`src/rtl/regexmem_skid_if.sv`:
```
// EX/MEM boundary bundle: EX-side payload and handshake plus MEM-side registered outputs.
// The master drives the EX inputs and MEM ready; the slave is the pipeline register.
interface regexmem_skid_if #(
    parameter int PC_W         = 9,
    parameter int RF_ADDRESS_W = 5,
    parameter int DATA_W       = 32
);
    logic                    flush;
    logic                    valid_in;
    logic                    ready_out;
    logic                    MemtoReg;
    logic                    RegWrite;
    logic [2:0]              MemRead;
    logic [1:0]              MemWrite;
    logic                    Branch_Taken;
    logic [DATA_W-1:0]       ALUResult;
    logic [DATA_W-1:0]       Reg2;
    logic [RF_ADDRESS_W-1:0] RD;
    logic [PC_W-1:0]         PCPlus4;
    logic [6:0]              opcode;

    logic                    valid_out;
    logic                    ready_in;
    logic                    MemtoReg_Out;
    logic                    RegWrite_Out;
    logic [2:0]              MemRead_Out;
    logic [1:0]              MemWrite_Out;
    logic                    Branch_Taken_Out;
    logic [DATA_W-1:0]       ALUResult_Out;
    logic [DATA_W-1:0]       Reg2_Out;
    logic [RF_ADDRESS_W-1:0] RD_Out;
    logic [PC_W-1:0]         PCPlus4_Out;
    logic [6:0]              opcode_Out;

    modport master (
        output flush, valid_in, MemtoReg, RegWrite, MemRead, MemWrite, Branch_Taken,
               ALUResult, Reg2, RD, PCPlus4, opcode, ready_in,
        input  ready_out, valid_out, MemtoReg_Out, RegWrite_Out, MemRead_Out, MemWrite_Out,
               Branch_Taken_Out, ALUResult_Out, Reg2_Out, RD_Out, PCPlus4_Out, opcode_Out
    );

    modport slave (
        input  flush, valid_in, MemtoReg, RegWrite, MemRead, MemWrite, Branch_Taken,
               ALUResult, Reg2, RD, PCPlus4, opcode, ready_in,
        output ready_out, valid_out, MemtoReg_Out, RegWrite_Out, MemRead_Out, MemWrite_Out,
               Branch_Taken_Out, ALUResult_Out, Reg2_Out, RD_Out, PCPlus4_Out, opcode_Out
    );
endinterface

```
`src/rtl/regexmem_skid.sv`:
```
// EX/MEM pipeline register with a 2-entry skid buffer: ready_out depends only on
// state, so MEM backpressure never has a combinational path back into EX.
module regexmem_skid #(
    parameter int PC_W         = 9,
    parameter int RF_ADDRESS_W = 5,
    parameter int DATA_W       = 32
) (
    input  logic            clk,
    input  logic            reset,
    regexmem_skid_if.slave  bus
);
    localparam int CTRL_W = 8;
    localparam int PAY_W  = CTRL_W + 2 * DATA_W + RF_ADDRESS_W + PC_W + 7;
    localparam int ALU_LO = CTRL_W;
    localparam int R2_LO  = ALU_LO + DATA_W;
    localparam int RD_LO  = R2_LO + DATA_W;
    localparam int PC_LO  = RD_LO + RF_ADDRESS_W;
    localparam int OP_LO  = PC_LO + PC_W;

    typedef enum logic [1:0] {ST_EMPTY, ST_FULL, ST_SKID} state_t;

    state_t              r_state_reg;
    state_t              w_state_next;
    logic [PAY_W-1:0]    r_main_reg;
    logic [PAY_W-1:0]    r_skid_reg;
    logic [PAY_W-1:0]    w_payload_in;
    logic [CTRL_W-1:0]   w_ctrl_gated;
    logic                w_ready;
    logic                w_valid;
    logic                w_in_xfer;
    logic                w_out_xfer;
    logic                w_main_from_in;
    logic                w_main_from_skid;
    logic                w_skid_from_in;

    // Control bits occupy the low byte so bubble gating is a simple per-bit AND.
    assign w_payload_in = {bus.opcode, bus.PCPlus4, bus.RD, bus.Reg2, bus.ALUResult,
                           bus.Branch_Taken, bus.MemWrite, bus.MemRead,
                           bus.RegWrite, bus.MemtoReg};

    assign w_ready    = (r_state_reg != ST_SKID) & ~reset;
    assign w_valid    = (r_state_reg != ST_EMPTY);
    assign w_in_xfer  = bus.valid_in & w_ready;
    assign w_out_xfer = w_valid & bus.ready_in;

    always_comb begin
        w_state_next     = r_state_reg;
        w_main_from_in   = 1'b0;
        w_main_from_skid = 1'b0;
        w_skid_from_in   = 1'b0;
        if (bus.flush) begin
            w_state_next = ST_EMPTY;
        end else begin
            case (r_state_reg)
                ST_EMPTY: begin
                    if (w_in_xfer) begin
                        w_state_next   = ST_FULL;
                        w_main_from_in = 1'b1;
                    end
                end
                ST_FULL: begin
                    case ({w_in_xfer, w_out_xfer})
                        2'b10: begin
                            w_state_next   = ST_SKID;
                            w_skid_from_in = 1'b1;
                        end
                        2'b01: w_state_next = ST_EMPTY;
                        2'b11: w_main_from_in = 1'b1;
                        default: w_state_next = ST_FULL;
                    endcase
                end
                ST_SKID: begin
                    if (w_out_xfer) begin
                        w_state_next     = ST_FULL;
                        w_main_from_skid = 1'b1;
                    end
                end
                default: w_state_next = ST_EMPTY;
            endcase
        end
    end

    always_ff @(posedge clk) begin
        if (reset) begin
            r_state_reg <= ST_EMPTY;
            r_main_reg  <= '0;
            r_skid_reg  <= '0;
        end else begin
            r_state_reg <= w_state_next;
            if (w_main_from_in) begin
                r_main_reg <= w_payload_in;
            end else if (w_main_from_skid) begin
                r_main_reg <= r_skid_reg;
            end
            if (w_skid_from_in) begin
                r_skid_reg <= w_payload_in;
            end
        end
    end

    genvar gi;
    generate
        for (gi = 0; gi < CTRL_W; gi++) begin : g_ctrl_gate
            assign w_ctrl_gated[gi] = r_main_reg[gi] & w_valid;
        end
    endgenerate

    assign bus.ready_out        = w_ready;
    assign bus.valid_out        = w_valid;
    assign bus.MemtoReg_Out     = w_ctrl_gated[0];
    assign bus.RegWrite_Out     = w_ctrl_gated[1];
    assign bus.MemRead_Out      = w_ctrl_gated[4:2];
    assign bus.MemWrite_Out     = w_ctrl_gated[6:5];
    assign bus.Branch_Taken_Out = w_ctrl_gated[7];
    assign bus.ALUResult_Out    = r_main_reg[ALU_LO +: DATA_W];
    assign bus.Reg2_Out         = r_main_reg[R2_LO +: DATA_W];
    assign bus.RD_Out           = r_main_reg[RD_LO +: RF_ADDRESS_W];
    assign bus.PCPlus4_Out      = r_main_reg[PC_LO +: PC_W];
    assign bus.opcode_Out       = r_main_reg[OP_LO +: 7];
endmodule
```
`src/flat_wrapper.sv`:
```
// flat-port wrapper written by rule: the top's interface ports become plain ports
module regexmem_skid_flat 
#(
    parameter int PC_W         = 9,
    parameter int RF_ADDRESS_W = 5,
    parameter int DATA_W       = 32
)
  (clk, reset, bus_flush, bus_valid_in, bus_MemtoReg, bus_RegWrite, bus_MemRead, bus_MemWrite, bus_Branch_Taken, bus_ALUResult, bus_Reg2, bus_RD, bus_PCPlus4, bus_opcode, bus_ready_in, bus_ready_out, bus_valid_out, bus_MemtoReg_Out, bus_RegWrite_Out, bus_MemRead_Out, bus_MemWrite_Out, bus_Branch_Taken_Out, bus_ALUResult_Out, bus_Reg2_Out, bus_RD_Out, bus_PCPlus4_Out, bus_opcode_Out);
  regexmem_skid_if #(.PC_W(PC_W), .RF_ADDRESS_W(RF_ADDRESS_W), .DATA_W(DATA_W)) bus_i ();
  input  logic clk;
  input  logic reset;
  input wire logic [$bits(bus_i.flush)-1:0] bus_flush;
  input wire logic [$bits(bus_i.valid_in)-1:0] bus_valid_in;
  input wire logic [$bits(bus_i.MemtoReg)-1:0] bus_MemtoReg;
  input wire logic [$bits(bus_i.RegWrite)-1:0] bus_RegWrite;
  input wire logic [$bits(bus_i.MemRead)-1:0] bus_MemRead;
  input wire logic [$bits(bus_i.MemWrite)-1:0] bus_MemWrite;
  input wire logic [$bits(bus_i.Branch_Taken)-1:0] bus_Branch_Taken;
  input wire logic [$bits(bus_i.ALUResult)-1:0] bus_ALUResult;
  input wire logic [$bits(bus_i.Reg2)-1:0] bus_Reg2;
  input wire logic [$bits(bus_i.RD)-1:0] bus_RD;
  input wire logic [$bits(bus_i.PCPlus4)-1:0] bus_PCPlus4;
  input wire logic [$bits(bus_i.opcode)-1:0] bus_opcode;
  input wire logic [$bits(bus_i.ready_in)-1:0] bus_ready_in;
  output wire logic [$bits(bus_i.ready_out)-1:0] bus_ready_out;
  output wire logic [$bits(bus_i.valid_out)-1:0] bus_valid_out;
  output wire logic [$bits(bus_i.MemtoReg_Out)-1:0] bus_MemtoReg_Out;
  output wire logic [$bits(bus_i.RegWrite_Out)-1:0] bus_RegWrite_Out;
  output wire logic [$bits(bus_i.MemRead_Out)-1:0] bus_MemRead_Out;
  output wire logic [$bits(bus_i.MemWrite_Out)-1:0] bus_MemWrite_Out;
  output wire logic [$bits(bus_i.Branch_Taken_Out)-1:0] bus_Branch_Taken_Out;
  output wire logic [$bits(bus_i.ALUResult_Out)-1:0] bus_ALUResult_Out;
  output wire logic [$bits(bus_i.Reg2_Out)-1:0] bus_Reg2_Out;
  output wire logic [$bits(bus_i.RD_Out)-1:0] bus_RD_Out;
  output wire logic [$bits(bus_i.PCPlus4_Out)-1:0] bus_PCPlus4_Out;
  output wire logic [$bits(bus_i.opcode_Out)-1:0] bus_opcode_Out;
  assign bus_i.flush = bus_flush;
  assign bus_i.valid_in = bus_valid_in;
  assign bus_i.MemtoReg = bus_MemtoReg;
  assign bus_i.RegWrite = bus_RegWrite;
  assign bus_i.MemRead = bus_MemRead;
  assign bus_i.MemWrite = bus_MemWrite;
  assign bus_i.Branch_Taken = bus_Branch_Taken;
  assign bus_i.ALUResult = bus_ALUResult;
  assign bus_i.Reg2 = bus_Reg2;
  assign bus_i.RD = bus_RD;
  assign bus_i.PCPlus4 = bus_PCPlus4;
  assign bus_i.opcode = bus_opcode;
  assign bus_i.ready_in = bus_ready_in;
  assign bus_ready_out = bus_i.ready_out;
  assign bus_valid_out = bus_i.valid_out;
  assign bus_MemtoReg_Out = bus_i.MemtoReg_Out;
  assign bus_RegWrite_Out = bus_i.RegWrite_Out;
  assign bus_MemRead_Out = bus_i.MemRead_Out;
  assign bus_MemWrite_Out = bus_i.MemWrite_Out;
  assign bus_Branch_Taken_Out = bus_i.Branch_Taken_Out;
  assign bus_ALUResult_Out = bus_i.ALUResult_Out;
  assign bus_Reg2_Out = bus_i.Reg2_Out;
  assign bus_RD_Out = bus_i.RD_Out;
  assign bus_PCPlus4_Out = bus_i.PCPlus4_Out;
  assign bus_opcode_Out = bus_i.opcode_Out;
  regexmem_skid #(.PC_W(PC_W), .RF_ADDRESS_W(RF_ADDRESS_W), .DATA_W(DATA_W)) u_core (.clk(clk), .reset(reset), .bus(bus_i));
endmodule
```
`config.mk`:
```
export PLATFORM = sky130hd
export DESIGN_NAME = regexmem_skid_flat
export DESIGN_NICKNAME = d
export VERILOG_FILES = /design/src/rtl/regexmem_skid_if.sv /design/src/rtl/regexmem_skid.sv /design/src/flat_wrapper.sv
export SDC_FILE = /design/constraint.sdc
export NUM_CORES = 1
export LEC_CHECK = 0
export BUFFER_PORTS_ARGS = -buffer_cell sky130_fd_sc_hd__buf_4
export CORE_MARGIN = 2
export CORE_UTILIZATION = 35
export CTS_CLUSTER_DIAMETER = 200
export CTS_CLUSTER_SIZE = 8
export DETAILED_ROUTE_END_ITERATION = 7
export PLACE_DENSITY = 0.66
export SETUP_SLACK_MARGIN = 0.2
export SLEW_MARGIN = 5
export SYNTH_ARGS = -nofsm -noshare
export SYNTH_HDL_FRONTEND = slang
export SYNTH_SLANG_ARGS = --single-unit
```
`constraint.sdc`:
```
create_clock -name clk -period 5.9 [get_ports clk]
set_input_delay 0.885 -clock clk [delete_from_list [all_inputs] [get_ports clk]]
set_output_delay 0.885 -clock clk [all_outputs]
set_load 0.01 [all_outputs]
```
==> flow_summary.json, run 1 <==
{
  "status": "complete, no violations",
  "final.fill_count": 2173,
  "num_vias": 6093,
  "maxSlewViolCount": 0,
  "synth_compound_area_frac": 0.185,
  "finalNetCount": 1007,
  "via_per_inst": 5.08,
  "setup_viol": 0,
  "min_from": "u_core.r_skid_reg[81]$_SDFFE_PP0P_",
  "routedWlPerCell_um": 15.9,
  "worst_r2r_path_depth": 8,
  "critPathKind": "flip-flop to flip-flop",
  "cts_resized": 0,
  "synth_warnings": 0,
  "period_needed_ps": 3900,
  "powerDensity_nw_per_um2": 294,
  "yosysMostFrequentCell": "dfxtp_1",
  "min_period_over_period": 0.661,
  "p_int_uw": 2030,
  "cts_setup_buffers": 0,
  "ir_drop_uv": 163,
  "clk_latency_ps": 420,
  "area_growth_syn_to_layout_pct": 18.8,
  "m1WireLength_mm": 8.92,
  "hold_viol": 0,
  "portBuffers": 192,
  "routed.top_layer": "met4",
  "p_leak_uw": 0.00398,
  "grt.total_usage": 0.161,
  "core_area_um2": 21800,
  "synth_fa_ha_area_frac": 0.00324,
  "crit_slowest_cell": "dfxtp_2",
  "hold_buffers": 0,
  "synthCells": 846,
  "p_sw_uw": 669,
  "crit_path_cell_trace": "buf_4, nor2b_1, nor2_1, and2_1, ha_1, mux2i_1, o211a_4, a221o_1",
  "globalplace.congestion": 0.727,
  "synth_top_family_by_area": "simple AND/OR/NAND/NOR gates",
  "cpPeakStageDelay_ps": 940,
  "cts_tree": "yes",
  "ant_nets": 0,
  "worst_slew_margin_rel": 0.199,
  "synth_area_leaders": "dfxtp_1 49%, a221o_1 12%, nand2_1 9.1%",
  "final_area_um2": 9170,
  "worst-path-max-fanout": 93,
  "wirelength_mm": 19.1,
  "hpwlAfterDp_mm": 11.4,
  "start_util": 0.355,
  "htreeDepth": 4,
  "rsz0062_at_grt": "false",
  "r2r_start": "u_core.r_state_reg[1]$_SDFFE_PP0P_",
  "ys.flop_type": "dfxtp_1",
  "fin_skew_ps": 9.18,
  "synth_xor_area_frac": 0,
  "reg2reg_to": "u_core.r_main_reg[23]$_SDFFE_PP0P_",
  "setup-tns-final_ps": 0,
  "cts_buffers": 17,
  "p_comb_frac": 0.080,
  "critPathLaunchType": "flip-flop",
  "drv_cap": 0,
  "synth.distinct_cells": 26,
  "die_height_um": 152,
  "grt_overflow_total": 0,
  "synth_seq_area_share": 0.488,
  "p_clk_frac": 0.428,
  "diodes": 0,
  "syn_area_per_cell_um2": 9.12,
  "swShare": 0.248,
  "clk_pin_slew_worst_paths_ps": 80,
  "netlist_area_um2": 7720,
  "drt_iter0_markers": 355,
  "row_count": 54,
  "async_flop_share": 0,
  "min_to": "u_core.r_skid_reg[81]$_SDFFE_PP0P_",
  "dieArea_um2": 23300,
  "grt_pass1_vias": 5773,
  "synth_nets": 946,
  "grt_max_degree": 94,
  "first_pass_iters": 4,
  "worstMarginPinSlew_ps": 1200,
  "clock_path_buffers": 2,
  "grt_pass1_wl_mm": 30.7,
  "synth_seq_cells": 188,
  "drive_above_1_share": 0.259,
  "synthMuxAreaShare": 0.00130,
  "crit_arrival_ps": 4260,
  "antenna_found_initial": 0,
  "synth_edf_count": 0,
  "synth-simple-area-share": 0.187,
  "yosys.area.top_type": "dfxtp_1",
  "ios": 193,
  "yosys.area.top_type_share": 0.488,
  "routed-wl-met2_mm": 8.94,
  "die_w_um": 152,
  "cp-end-kind": "flip-flop",
  "dr_wl_met3_mm": 1.01,
  "hold_class": "flip-flop to flip-flop",
  "clock_sinks": 188,
  "p_total_uw": 2700,
  "hold_depth": 2,
  "r2r_slack_ps": 2000,
  "timing.fmax_mhz": 256,
  "placed_area_um2": 8580,
  "drc_errors": 0,
  "cp.required_ps": 6260,
  "root_buffer": "clkbuf_16",
  "ys_top_cells_by_count": "188 x dfxtp_1, 187 x nand2_1",
  "p_seq_frac": 0.492
}
[cells in the final DEF, fill, tap and decap left out, drive strengths merged, types with 3 or more instances in the layout]
cell / instances
nor2: 5
clkbuf: 18
inv: 12
a221o: 93
nor2b: 9
a21oi: 93
buf: 200
dfxtp: 188
and3: 93
nand2: 187
clkinv: 3
[layout make-up]
class	instances	area [µm²]	share of cell area
well taps	280	350	0.0382
repair buffers	200	1500	0.164
flip-flops and latches	188	3760	0.411
inverters	4	15.0	0.00164
clock buffers	18	439	0.0479
multi-input cells	496	2950	0.321
clock inverters	14	151	0.0165
[layer usage]
layer / global-route usage / up-vias
li1: - / 3018
met5: 0 / -
met4: 0.0445 / 0
met1: 0.219 / 2885
met2: 0.256 / 174
met3: 0.0398 / 16
[critical path, delay by kind of cell, from the launching register on]
| kind | cells | cell delay, ps |
|---|---|---|
| AOI/OAI and AO/OA | 2 | 1210 |
| DFF | 1 | 940 |
| buffers and inverters | 1 | 510 |
| and+or+nand+nor | 3 | 480 |
| muxes | 1 | 260 |
| adders and majority gates | 1 | 220 |
[kinds of logic after synthesis]
| family | count (synthesis) |
|---|---|
| compound gates | 190 |
| fa+ha+maj | 2 |
| buf+inv | 162 |
| flops | 188 |
| mux | 1 |
| simple gates | 303 |
[per-stage QoR]
stage	util	hold slack, ps	setup WS [ps]	instances
final	0.421	449	2000	1200
after global routing	0.421	467	1720	1200
after CTS	0.421	453	2030	1200
after detailed placement	0.394	442	2060	1168
after global placement	0.394	437	2110	1168
after floorplan	-	432	3310	846
[how the worst max path moves through the flow]
stage	startpoint	to	slack, ps	depth (start not counted)
4_1_cts	u_core.r_state_reg[1]$_SDFFE_PP0P_	u_core.r_main_reg[59]$_SDFFE_PP0P_	2030	8
6_report	u_core.r_state_reg[1]$_SDFFE_PP0P_	u_core.r_main_reg[23]$_SDFFE_PP0P_	2000	8
5_1_grt	u_core.r_state_reg[1]$_SDFFE_PP0P_	u_core.r_main_reg[81]$_SDFFE_PP0P_	1720	8
3_3_place_gp	u_core.r_state_reg[1]$_SDFFE_PP0P_	u_core.r_main_reg[88]$_SDFFE_PP0P_	2110	8
2_1_floorplan	reset	u_core.r_main_reg[22]$_SDFFE_PP0P_	3310	9
3_5_place_dp	u_core.r_state_reg[1]$_SDFFE_PP0P_	u_core.r_main_reg[23]$_SDFFE_PP0P_	2060	8
[power groups by stage]
stage	sequential (µW)	clock, µW	combinational, µW
after detailed placement	1350	0	218
after global placement	1360	0	216
after CTS	1330	1190	219
final	1330	1160	216
after global routing	1330	1250	233
after floorplan	1350	0	139
(Power assumes the default switching activity.)
==> run 2, diff against run 1 <==
- clock period: 5.9 -> 4.1 ns (I/O delays scaled with it)
==> flow_summary.json, run 2 (synthesized netlist as in run 1, its figures left out) <==
{
  "holdWs_ps": 413,
  "rsz0062_at_grt": "false",
  "hold_viol": 0,
  "fin_skew_ps": 17.2,
  "clock_path_buffers": 2,
  "cts_setup_buffers": 0,
  "clk_pin_slew_worst_paths_ps": 70,
  "worstMarginPinSlew_ps": 931,
  "multiInputGateArea_um2": 2950,
  "cp.required_ps": 4360,
  "hpwlAfterDp_mm": 11.6,
  "htreeDepth": 4,
  "maxSlewViolCount": 0,
  "drt_iter0_markers": 412,
  "antenna_found_initial": 0,
  "globalplace.congestion": 0.701,
  "min_period_over_period": 0.655,
  "p_int_uw": 2910,
  "hold_class": "primary input to flip-flop",
  "setup-tns-final_ps": 0,
  "diodes": 0,
  "row_count": 54,
  "portBuffers": 192,
  "ios": 193,
  "clk_latency_ps": 430,
  "period_needed_ps": 2690,
  "crit_arrival_ps": 2950,
  "post-route-util": 0.423,
  "seq_area_um2": 3760,
  "critPathLaunchType": "flip-flop",
  "swShare": 0.248,
  "critPathKind": "flip-flop to flip-flop",
  "p_comb_frac": 0.082,
  "finalNetCount": 1009,
  "via_per_inst": 5.22,
  "root_buffer": "clkbuf_16",
  "num_vias": 6270,
  "final_area_um2": 9200,
  "placed_area_um2": 8630,
  "p_sw_uw": 960,
  "timing.fmax_mhz": 372,
  "start_util": 0.355,
  "drc_errors": 0,
  "final_cell_mix": "199 x buf_4, 187 x nand2_1, 187 x dfxtp_1",
  "cts_buffers": 17,
  "hold_buffers": 0,
  "first_pass_iters": 8,
  "p_leak_uw": 0.00399,
  "cts_tree": "yes",
  "p_seq_frac": 0.493,
  "ir_drop_uv": 246,
  "core_area_um2": 21800,
  "powerDensity_nw_per_um2": 420,
  "grt_max_degree": 101,
  "cp-end-kind": "flip-flop",
  "worst_slew_margin_rel": 0.380,
  "routedWlPerCell_um": 16.6,
  "worst-path-max-fanout": 57,
  "grt.total_usage": 0.169,
  "final_cells": 1201,
  "grt_overflow_total": 0,
  "final.fill_count": 2168,
  "grt_pass1_wl_mm": 31.9,
  "clock_sinks": 188,
  "die_w_um": 152,
  "area_growth_syn_to_layout_pct": 19.3,
  "status": "complete, no violations",
  "wirelength_mm": 20.0,
  "ant_nets": 0,
  "drv_cap": 0,
  "drive_above_1_share": 0.260,
  "grt_pass1_vias": 5945,
  "die_height_um": 152,
  "p_clk_frac": 0.425,
  "final_common_cell": "buf_4",
  "dieArea_um2": 23300,
  "cts_resized": 0,
  "setup_viol": 0,
  "dp_cells": 1170
}
==> run 2: cell types whose count changed in the layout (fill, tap and decap cells not counted) <==
cell / before / now
buf_12: 0 / 3
buf_4: 200 / 199
clkinv_2: 0 / 1
clkinv_4: 3 / 2
clkinvlp_4: 2 / 3
inv_6: 4 / 3
inv_8: 4 / 3
==> run 2: area by class of cell <==
type | count | area share
clock buffer | 18 | 0.0477
inverter | 4 | 0.00163
sequential | 188 | 0.409
multi-input combinational | 496 | 0.320
timing repair buffer | 202 | 0.169
tap | 280 | 0.0381
clock inverter | 13 | 0.0147
==> run 2: worst max-delay path, cell delays in order, from the launching register on <==
cell	delay [ps]
dfxtp_1	610
nor2b_1	120
nor2_1	150
and2_1	180
ha_1	250
nand4bb_4	530
buf_12	430
nand2_1	110
a21oi_1	70
==> run 2: path summary, 6_finish.rpt <==
kind,startpoint,endpoint,slack [ps],depth (start not counted)
hold / removal,bus_flush,u_core.r_state_reg[1]$_SDFFE_PP0P_,410,2
setup reg to reg,u_core.r_state_reg[0]$_SDFFE_PP0P_,u_core.r_skid_reg[66]$_SDFFE_PP0P_,1410,8
setup / recovery,u_core.r_state_reg[0]$_SDFFE_PP0P_,u_core.r_skid_reg[66]$_SDFFE_PP0P_,1410,8
hold reg to reg,u_core.r_skid_reg[58]$_SDFFE_PP0P_,u_core.r_skid_reg[58]$_SDFFE_PP0P_,450,2
==> run 2: metrics by stage <==
step / total power (µW) / worst slack [ps]
floorplan: 2140 / 1730
global placement: 2270 / 1260
detailed placement: 2270 / 1180
CTS: 3920 / 1420
global route: 4020 / 1190
finish: 3870 / 1410
==> run 2: per-layer routing <==
| layer | part of all wire | GRT usage | up-vias |
|---|---|---|---|
| li1 | - | - | 3024 |
| met1 | 0.45 | 0.223 | 3035 |
| met2 | 0.48 | 0.276 | 196 |
| met3 | 0.059 | 0.0395 | 15 |
| met4 | 0.011 | 0.0525 | 0 |
| met5 | 0 | 0 | - |
==> run 2: power groups by stage <==
stage / logic [µW] / registers, µW / clock network, µW
after global routing: 342 / 1910 / 1770
after global placement: 318 / 1950 / 0
after CTS: 321 / 1910 / 1690
after floorplan: 200 / 1940 / 0
final: 317 / 1910 / 1640
after detailed placement: 321 / 1950 / 0
